===== config.mk =====
export PLATFORM = sky130hd
export DESIGN_NAME = hazard_scoreboard
export DESIGN_NICKNAME = d
export VERILOG_FILES = /design/src/rtl/hazard_scoreboard.sv
export SDC_FILE = /design/constraint.sdc
export NUM_CORES = 1
export LEC_CHECK = 0
export ABC_AREA = 1
export CAP_MARGIN = 0
export CORE_UTILIZATION = 43
export DETAILED_ROUTE_END_ITERATION = 10
export PLACE_DENSITY = 0.75
export SETUP_SLACK_MARGIN = 0.05
export SLEW_MARGIN = 10
export SYNTH_ARGS = -nofsm -noshare
export SYNTH_HDL_FRONTEND = slang
export SYNTH_SLANG_ARGS = --single-unit
export TNS_END_PERCENT = 5

===== constraint.sdc =====
create_clock -name clk -period 7.9 [get_ports clk]
set_clock_uncertainty 0.15 [all_clocks]
set_input_delay 1.58 -clock clk [delete_from_list [all_inputs] [get_ports clk]]
set_output_delay 1.58 -clock clk [all_outputs]
set_load 0.01 [all_outputs]

===== src/rtl/hazard_scoreboard.sv =====
// ---------------------------------------------------------------------------
// hazard_scoreboard
//   Hazard unit for a pipelined core with variable-latency writers (loads,
//   mul/div). Tracks which registers have a long-latency write in flight,
//   counts outstanding long ops, and watches for decode stalls that never end.
//
// Ports
//   clk, rst_n                  clock, synchronous active-low reset
//   issue_d, issue_long_d       decode holds a valid (long-latency) instruction
//   rd_d, rs1_d, rs2_d          decode destination / source registers
//   use_rs1_d, use_rs2_d        decode sources actually read
//   wb_valid, wb_rd             long-op completion port
//   stage_wr, stage_rd          per-stage write enable / rd of the bypass stages
//   rs1_e, rs2_e                execute source registers
//   redirect_e                  taken branch / jump resolved in execute
//   fwd_rs1_e, fwd_rs2_e        one-hot bypass select (bit0 regfile, bit k+1 stage k)
//   stall_f, stall_d            hold PC / decode register
//   flush_d, flush_e            kill decode / bubble into execute
//   outstanding, busy           in-flight long-op count and its nonzero flag
//   err_spurious, hang          sticky error flags
// ---------------------------------------------------------------------------
module hazard_scoreboard #(
    parameter int NREGS       = 32,
    parameter int RW          = 5,
    parameter int NSTAGES     = 2,
    parameter int MAX_OUT     = 4,
    parameter int STALL_LIMIT = 255
) (
    input  logic                           clk,
    input  logic                           rst_n,
    input  logic                           issue_d,
    input  logic                           issue_long_d,
    input  logic [RW-1:0]                  rd_d,
    input  logic [RW-1:0]                  rs1_d,
    input  logic [RW-1:0]                  rs2_d,
    input  logic                           use_rs1_d,
    input  logic                           use_rs2_d,
    input  logic                           wb_valid,
    input  logic [RW-1:0]                  wb_rd,
    input  logic [NSTAGES-1:0]             stage_wr,
    input  logic [NSTAGES*RW-1:0]          stage_rd,
    input  logic [RW-1:0]                  rs1_e,
    input  logic [RW-1:0]                  rs2_e,
    input  logic                           redirect_e,
    output logic [NSTAGES:0]               fwd_rs1_e,
    output logic [NSTAGES:0]               fwd_rs2_e,
    output logic                           stall_f,
    output logic                           stall_d,
    output logic                           flush_d,
    output logic                           flush_e,
    output logic [$clog2(MAX_OUT+1)-1:0]   outstanding,
    output logic                           busy,
    output logic                           err_spurious,
    output logic                           hang
);

    localparam int OW   = $clog2(MAX_OUT + 1);
    localparam int SW   = $clog2(STALL_LIMIT + 1);
    localparam int NIDX = 2 ** RW;
    localparam logic [OW-1:0] MAX_OUT_C     = OW'(MAX_OUT);
    localparam logic [SW-1:0] STALL_LIMIT_C = SW'(STALL_LIMIT);

    logic [NREGS-1:0] pending_reg, pending_next;
    logic [OW-1:0]    outstanding_reg, outstanding_next;
    logic [SW-1:0]    stall_cnt_reg, stall_cnt_next;
    logic             err_reg, hang_reg;

    // Pending view widened to the full index space so any RW-bit index is
    // legal; registers beyond NREGS read as never pending.
    logic [NIDX-1:0]  pend_view;

    logic raw_haz, waw_haz, full_haz, stall_c, accept_c, complete_c, spurious_c;

    genvar gi;
    generate
        for (gi = 0; gi < NIDX; gi++) begin : g_view
            if (gi < NREGS) begin : g_real
                assign pend_view[gi] = pending_reg[gi];
            end else begin : g_pad
                assign pend_view[gi] = 1'b0;
            end
        end
    endgenerate

    assign raw_haz  = issue_d & ((use_rs1_d & pend_view[rs1_d]) | (use_rs2_d & pend_view[rs2_d]));
    assign waw_haz  = issue_d & issue_long_d & pend_view[rd_d];
    assign full_haz = issue_d & issue_long_d & (outstanding_reg == MAX_OUT_C);

    // A redirect kills the instruction in decode, so it never needs to wait.
    assign stall_c    = (raw_haz | waw_haz | full_haz) & ~redirect_e;
    assign accept_c   = issue_d & issue_long_d & (rd_d != '0) & ~stall_c & ~redirect_e;
    assign complete_c = wb_valid & pend_view[wb_rd];
    assign spurious_c = wb_valid & ~pend_view[wb_rd];

    // Per-register next state; x0 is hardwired to never pending. When the
    // same register is issued and completed together, the new issue wins.
    generate
        for (gi = 0; gi < NREGS; gi++) begin : g_pend
            if (gi == 0) begin : g_x0
                assign pending_next[gi] = 1'b0;
            end else begin : g_xn
                assign pending_next[gi] = (accept_c & (rd_d == RW'(gi))) |
                                          (pending_reg[gi] & ~(complete_c & (wb_rd == RW'(gi))));
            end
        end
    endgenerate

    always_comb begin
        outstanding_next = outstanding_reg;
        case ({accept_c, complete_c})
            2'b10:   outstanding_next = outstanding_reg + 1'b1;
            2'b01:   outstanding_next = outstanding_reg - 1'b1;
            default: outstanding_next = outstanding_reg;
        endcase
    end

    always_comb begin
        stall_cnt_next = '0;
        if (stall_c) begin
            stall_cnt_next = (stall_cnt_reg == STALL_LIMIT_C) ? stall_cnt_reg
                                                              : stall_cnt_reg + 1'b1;
        end
    end

    always_ff @(posedge clk) begin
        if (!rst_n) begin
            pending_reg     <= '0;
            outstanding_reg <= '0;
            stall_cnt_reg   <= '0;
            err_reg         <= 1'b0;
            hang_reg        <= 1'b0;
        end else begin
            pending_reg     <= pending_next;
            outstanding_reg <= outstanding_next;
            stall_cnt_reg   <= stall_cnt_next;
            err_reg         <= err_reg | spurious_c;
            hang_reg        <= hang_reg | (stall_cnt_next == STALL_LIMIT_C);
        end
    end

    // Lowest-indexed (youngest) stage wins: scan from oldest to youngest so
    // the last hit assigned is the youngest.
    function automatic logic [NSTAGES:0] fwd_sel(input logic [RW-1:0] rs);
        logic [NSTAGES:0] sel;
        sel    = '0;
        sel[0] = 1'b1;
        for (int k = NSTAGES - 1; k >= 0; k--) begin
            if ((rs != '0) && stage_wr[k] && (stage_rd[k*RW +: RW] == rs)) begin
                sel        = '0;
                sel[k + 1] = 1'b1;
            end
        end
        return sel;
    endfunction

    assign fwd_rs1_e    = fwd_sel(rs1_e);
    assign fwd_rs2_e    = fwd_sel(rs2_e);
    assign stall_d      = stall_c;
    assign stall_f      = stall_c;
    assign flush_d      = redirect_e;
    assign flush_e      = stall_c | redirect_e;
    assign outstanding  = outstanding_reg;
    assign busy         = (outstanding_reg != '0);
    assign err_spurious = err_reg;
    assign hang         = hang_reg;

endmodule


==> results.md, run 1 <==
* Status: finished with violations
* Failing checks: design-rule violations
* Relative slew margins at 0.344
* First-pass GRT wire length at between 20,000 and 25,000 µm
* Worst slew pin tran at 978 ps
* I/O Buffers at 65
* Distinct cell type count after synthesis at 39
* HPWL after DPL at approximately 9700 µm
* Min cycle time layout at approximately 6400 ps
* CTS buffer count at 5
* GRT Total Usage at 0.269
* RSZ-0062 raised after global routing: false
* Critical path startpoint category: input pin
* Largest net degree at the start of global routing at 37
* Antenna violations before repair at 0
* FF+latch count, synth at 44
* Setup CP Type: input pin to primary output
* WP data arrival at 4640 ps
* Hold/Removal Path Class: flop to flop
* Total power at 512 µW
* Post-route DRC at 4
* Fin area at 4680 µm²
* Core ar. at 8850 µm²
* Total wire length at around 13,000 µm
* Met3 Use GR at 0.0301
* Critical path data required time at 6170 ps
* RePlAce Congestion at ~0.93
* Worst Setup End Kind: primary output
* Slew Limit Fails at 0
* Clock tree from TritonCTS: built
* First DRT Iteration DRCs at ~510
* Routed length per placed instance at 15.1 µm
* Rows at 34
* Synth Warn # at 0
* Synth-to-Final Area Change at 17.7%
* Max reg flops at 31
* Fmax at 0.157 GHz
* Clk_lat worst skew at 310 ps
* Fill cell count at 939
* Met1 Use GR at 0.369
* Met2 Track Usage GR at 0.440
* Max-cap violations at 0
* Leak at between 0.0015 and 0.002 µW
* Fin crit share at 0.806
* Setup TNS at 0 ps
* Placed Cells at 847
* Ant diodes at 0
* Hold Buf Count CTS at 0
* Endpoints failing setup at 0
* Mapped Avg Cell Area at around 5.6 µm²
* Post-CTS setup buffer count at 0
* PwrDens at 109 nW/µm²
* Post-route insts no fill at 855
* Via Count at 4,810
* CP Max Fanout at 34
* DRT Pass-1 Iters at 11
* Nets at between 700 and 800
* CTS Root Buffer Type: clkbuf_8
* CTS HTree Levels at 2
* Peak supply drop at between 0.00009 and 0.0001 V
* Layout cells sized above 1 at 0.0308
* Most used routing layer: met2
* CTS resizes at 0
* CTS max path bufs at 2
* Seq/Total Area, Yosys at 0.221
* Post-Syn Nets at 760
* # clock sinks at 44
* Post-Synthesis Cells at 707
* Number of vias per cell at 5.63
* Die Ht at 98.2 µm
* GRT overflow at 0
* Vias in the first global route at ~4,300
* CTS clk-pin slew, worst paths at 80 ps
* Post-Syn Area at 3980 µm²
* Hold Vio Cnt, Final at 0
* Die area at 9640 µm²
* Antenna viol nets, final at 0
* Initial Util at 0.450
* Die Wd at approximately 98 µm
* # IOs at 66
* Post-Place Cell Area at approximately 4600 µm²
metrics by stage:
stage               utilization  worst slack [ps]  hold WS [ps]
floorplan                     -              3250           293
global placement          0.519              1600           301
detailed placement        0.519              1570           304
CTS                       0.529              1560           318
global route              0.529              1200           338
finish                    0.529              1530           309
cell usage after synthesis (all sizes together):
library cell | instances | share of area
dfxtp | 44 | 0.22
and3 | 1 | 0.0016
nor3 | 33 | 0.043
o2111ai | 4 | 0.0088
clkbuf | 13 | 0.012
o21ai | 18 | 0.023
a2111oi | 2 | 0.0044
fa | 1 | 0.0050
inv | 84 | 0.079
ha | 2 | 0.0063
o2bb2ai | 1 | 0.0022
buf | 21 | 0.033
nand3 | 68 | 0.086
xor2 | 9 | 0.020
nor4 | 3 | 0.0047
nand2 | 212 | 0.20
xnor2 | 7 | 0.015
a211o | 1 | 0.0022
o22ai | 10 | 0.016
o211ai | 2 | 0.0038
clkinv | 3 | 0.0028
a31oi | 1 | 0.0016
nor2 | 81 | 0.080
nand4 | 35 | 0.055
or2 | 1 | 0.0016
o221ai | 2 | 0.0044
a22oi | 3 | 0.0057
o31ai | 1 | 0.0019
a21oi | 44 | 0.055
layer usage:
layer  wire length, µm  part of all wire  vias to the layer above
met2              5840              0.45                      205
li1                  -                 -                     2395
met4               259             0.020                        0
met3              1090             0.084                       19
met5                 0                 0                        -
met1              5760              0.44                     2191
placed cells by master (no fill, tap or decap), drive strengths merged, types with 3 or more instances in the layout:
cell           instances
a21oi                 44
nor3                  33
o2111ai                4
clkinv                 3
nor4                   3
xor2                   9
clkbuf                 7
a22oi                  3
dfxtp                 44
nand4                 35
o21ai                 18
nand3                 68
inv                   84
nand2                212
xnor2                  7
nor2                  81
clkdlybuf4s50         65
o22ai                 10
critical path: stages:
cell             delay, ps
clkdlybuf4s50_1        830
inv_1                  360
nand2_1                150
nand3_1                 90
nand3_1                 90
nand3_1                 80
nand3_1                 80
nand3_1                 60
nand2_1                130
inv_1                   70
nand2_1                100
nand2_4                200
nor2_4                 220
clkdlybuf4s50_1        570
area by class of cell:
cell class	instances	area, µm²	area share
inverters	87	327	0.0697
repair buffers	66	658	0.140
multi-input cells	542	2590	0.553
well taps	108	135	0.0288
flip-flops and latches	44	881	0.188
clock buffers	7	86.3	0.0184
clock inverters	1	7.51	0.00160
logic make-up (layout without fill, tap and decap cells):
family	count (synthesis)	in the layout	share of synthesized area
compound gates	89	89	0.129
xor+xnor	16	16	0.0352
fa+ha+maj	3	3	0.0113
buf+inv	121	161	0.128
flops	44	44	0.221
simple gates	434	434	0.476
worst paths after layout:
path | start | slack (ps) | cells after the start | to
worst max-delay path | rs1_d[0] | 1530 | 14 | stall_d
worst min-delay path | hang | 310 | 2 | hang
worst max register to register | pend_view[7] | 4850 | 19 | outstanding[2]
worst min register to register | hang | 310 | 2 | hang
power breakdown:
group	switching, µW	total [µW]	internal [µW]
combinational	82.2	135	53.2
sequential	1.51	225	224
clock	80.3	151	71.2
total	164	512	348
(Power assumes the default switching activity.)
==> run 2, diff against run 1 <==
--- a/config.mk
+++ b/config.mk
@@ -9,7 +9,7 @@
 export CAP_MARGIN = 0
 export CORE_UTILIZATION = 43
 export DETAILED_ROUTE_END_ITERATION = 10
-export PLACE_DENSITY = 0.75
+export PLACE_DENSITY = 0.77
 export SETUP_SLACK_MARGIN = 0.05
 export SLEW_MARGIN = 10
 export SYNTH_ARGS = -nofsm -noshare
==> constraint.sdc (replaced) <==
create_clock -name clk -period 5.1 [get_ports clk]
set_clock_uncertainty 0.15 [all_clocks]
set_input_delay 1.02 -clock clk [delete_from_list [all_inputs] [get_ports clk]]
set_output_delay 1.02 -clock clk [all_outputs]
set_load 0.01 [all_outputs]
==> run 2 against run 1 <==
Compared with the run above: the flow still finishes with violations (design-rule violations); die area did not move; critical path depth rose by 2; total power rose by 55%; highest routed layer unchanged; sequential power rose by 55%; first-iteration DRC count rose by 6.7%; register-to-register slack got worse by 2800 ps.
==> results.md, run 2 (synthesis results as in run 1) <==
* PwrDens at 167 nW/µm²
* Internal power at approximately 530 µW
* HPWL after DPL at ~9400 µm
* Synth-to-Final Area Change at 19.3%
* Commonest non-fill, non-tap cell in the layout: nand2_1
* Clk_lat worst skew at 300 ps
* Switching share of total power at 0.333
* RSZ-0062 raised after global routing: false
* Total power at 794 µW
* Post-route DRC at 7
* Setup CP Type: input pin to primary output
* WP data arrival at 3510 ps
* Leak at 0.00186 µW
* Status: finished with violations
* Die Wd at between 90 and 100 µm
* Largest net degree at the start of global routing at 37
* Number of vias per cell at 5.73
* CP dominant cell by count: nand2_1
* Post-CTS setup buffer count at 0
* Die area at 9640 µm²
* Nets at 808
* Ant diodes at 0
* Initial Util at 0.450
* Worst Setup End Kind: primary output
* Critical path data required time at 3930 ps
* Total wire length at 12,800 µm
* Fmax at 0.214 GHz
* Peak supply drop at 0.000175 V
* Hold/Removal Path Class: flop to flop
* CTS max path bufs at 2
* Setup TNS at 0 ps
* Slew Limit Fails at 0
* RePlAce Congestion at 0.955
* I/O Buffers at 65
* Hold Vio Cnt, Final at 0
* # IOs at between 60 and 70
* Sw Pwr at 265 µW
* Max reg flops at 31
* GRT Total Usage at 0.265
* Worst slew pin tran at approximately 1000 ps
* Routed length per placed instance at between 10 and 15 µm
* Placed Cells at 856
* Critical path startpoint category: input pin
* Crit path cell chain: clkdlybuf4s50_1 -> inv_2 -> nor2_2 -> nand2_1 -> nand3_1 -> nand2_1 -> nand2_1 -> nor2_1 -> nand2_1 -> nand2_1 -> nand2_1 -> nand2_1 -> nand2_1 -> nand2_4 -> nor2_4 -> clkdlybuf4s50_1
* CTS Root Buffer Type: clkbuf_8
* Fin crit share at 0.917
* Antenna viol nets, final at 0
* Seq pwr share at 0.439
* DRT Pass-1 Iters at 8
* Layout cells sized above 1 at 0.0437
* CTS HTree Levels at 2
* GRT overflow at 0
* Rows at 34
* Core ar. at 8850 µm²
* First-pass GRT wire length at 21,000 µm
* Via Count at 4,951
* Antenna violations before repair at 0
* Post-route insts no fill at 864
* Endpoints failing setup at 0
* CTS clk-pin slew, worst paths at 90 ps
* Min cycle time layout at 4680 ps
* Clk pwr share at 0.280
* Relative slew margins at 0.331
* Max-cap violations at 0
* Die Ht at 98.2 µm
* CTS buffer count at 5
* Failing checks: design-rule violations
* Crit path max-delay cell type: clkdlybuf4s50_1
* Util after Layout at 0.537
* Gate power share at 0.281
* Clock tree from TritonCTS: built
* First DRT Iteration DRCs at 542
* Vias in the first global route at 4,498
* Worst path max stage delay at 660 ps
* # clock sinks at 44
* Most frequent cells in the layout: 207 x nand2_1, 80 x inv_1, 77 x nor2_1
* CP Max Fanout at 7
run 2: critical path, delay by kind of cell:
family	cells	cell delay [ps]
buf+inv	3	1340
simple gates	13	1150
run 2: cell type report:
cell class              count  area (µm²)
multi-input cells         542        2590
repair buffers             75         728
clock inverters             3        18.8
flip-flops and latches     44         881
fillers                   922        4100
well taps                 108         135
inverters                  87         327
clock buffers               5        68.8
run 2: final timing paths:
| check | from | endpoint | slack [ps] | cells after the start |
|---|---|---|---|---|
| max | rd_d[1] | stall_f | 420 | 16 |
| min | hang | hang | 310 | 2 |
| max reg2reg | pend_view[1] | outstanding[2] | 2030 | 20 |
| min reg2reg | hang | hang | 310 | 2 |
run 2: power by group through the flow:
stage | clock [µW] | sequential [µW] | combinational, µW
floorplan | 0 | 357 | 128
global placement | 0 | 357 | 214
detailed placement | 0 | 357 | 219
CTS | 227 | 349 | 220
global route | 238 | 349 | 243
finish | 222 | 349 | 223
run 2: what timing repair did:
item / in CTS / in global routing
hold buffers: 0 / 0
resized for setup: 0 / 1
setup endpoints to repair: 0 / 2
run 2: metal layers:
| metal | vias to the layer above | share of wire | track usage |
|---|---|---|---|
| li1 | 2408 | - | - |
| met1 | 2251 | 0.43 | 0.356 |
| met2 | 270 | 0.45 | 0.432 |
| met3 | 22 | 0.091 | 0.0265 |
| met4 | 0 | 0.020 | 0.110 |
| met5 | - | 0 | 0 |
run 2: stage by stage:
stage	instance area (µm²)	hold WS [ps]	worst slack, ps
2_1_floorplan	3980	293	1570
3_3_place_gp	4660	299	432
3_5_place_dp	4660	299	335
4_1_cts	4750	313	325
5_1_grt	4750	341	246
6_report	4750	314	424
==> run 3, diff against run 2 <==
--- a/config.mk
+++ b/config.mk
@@ -11,7 +11,6 @@
 export DETAILED_ROUTE_END_ITERATION = 10
 export PLACE_DENSITY = 0.77
 export SETUP_SLACK_MARGIN = 0.05
-export SLEW_MARGIN = 10
 export SYNTH_ARGS = -nofsm -noshare
 export SYNTH_HDL_FRONTEND = slang
 export SYNTH_SLANG_ARGS = --single-unit
==> results of run 3 <==
The final DEF is identical to that of run 2; final timing and power are the same.
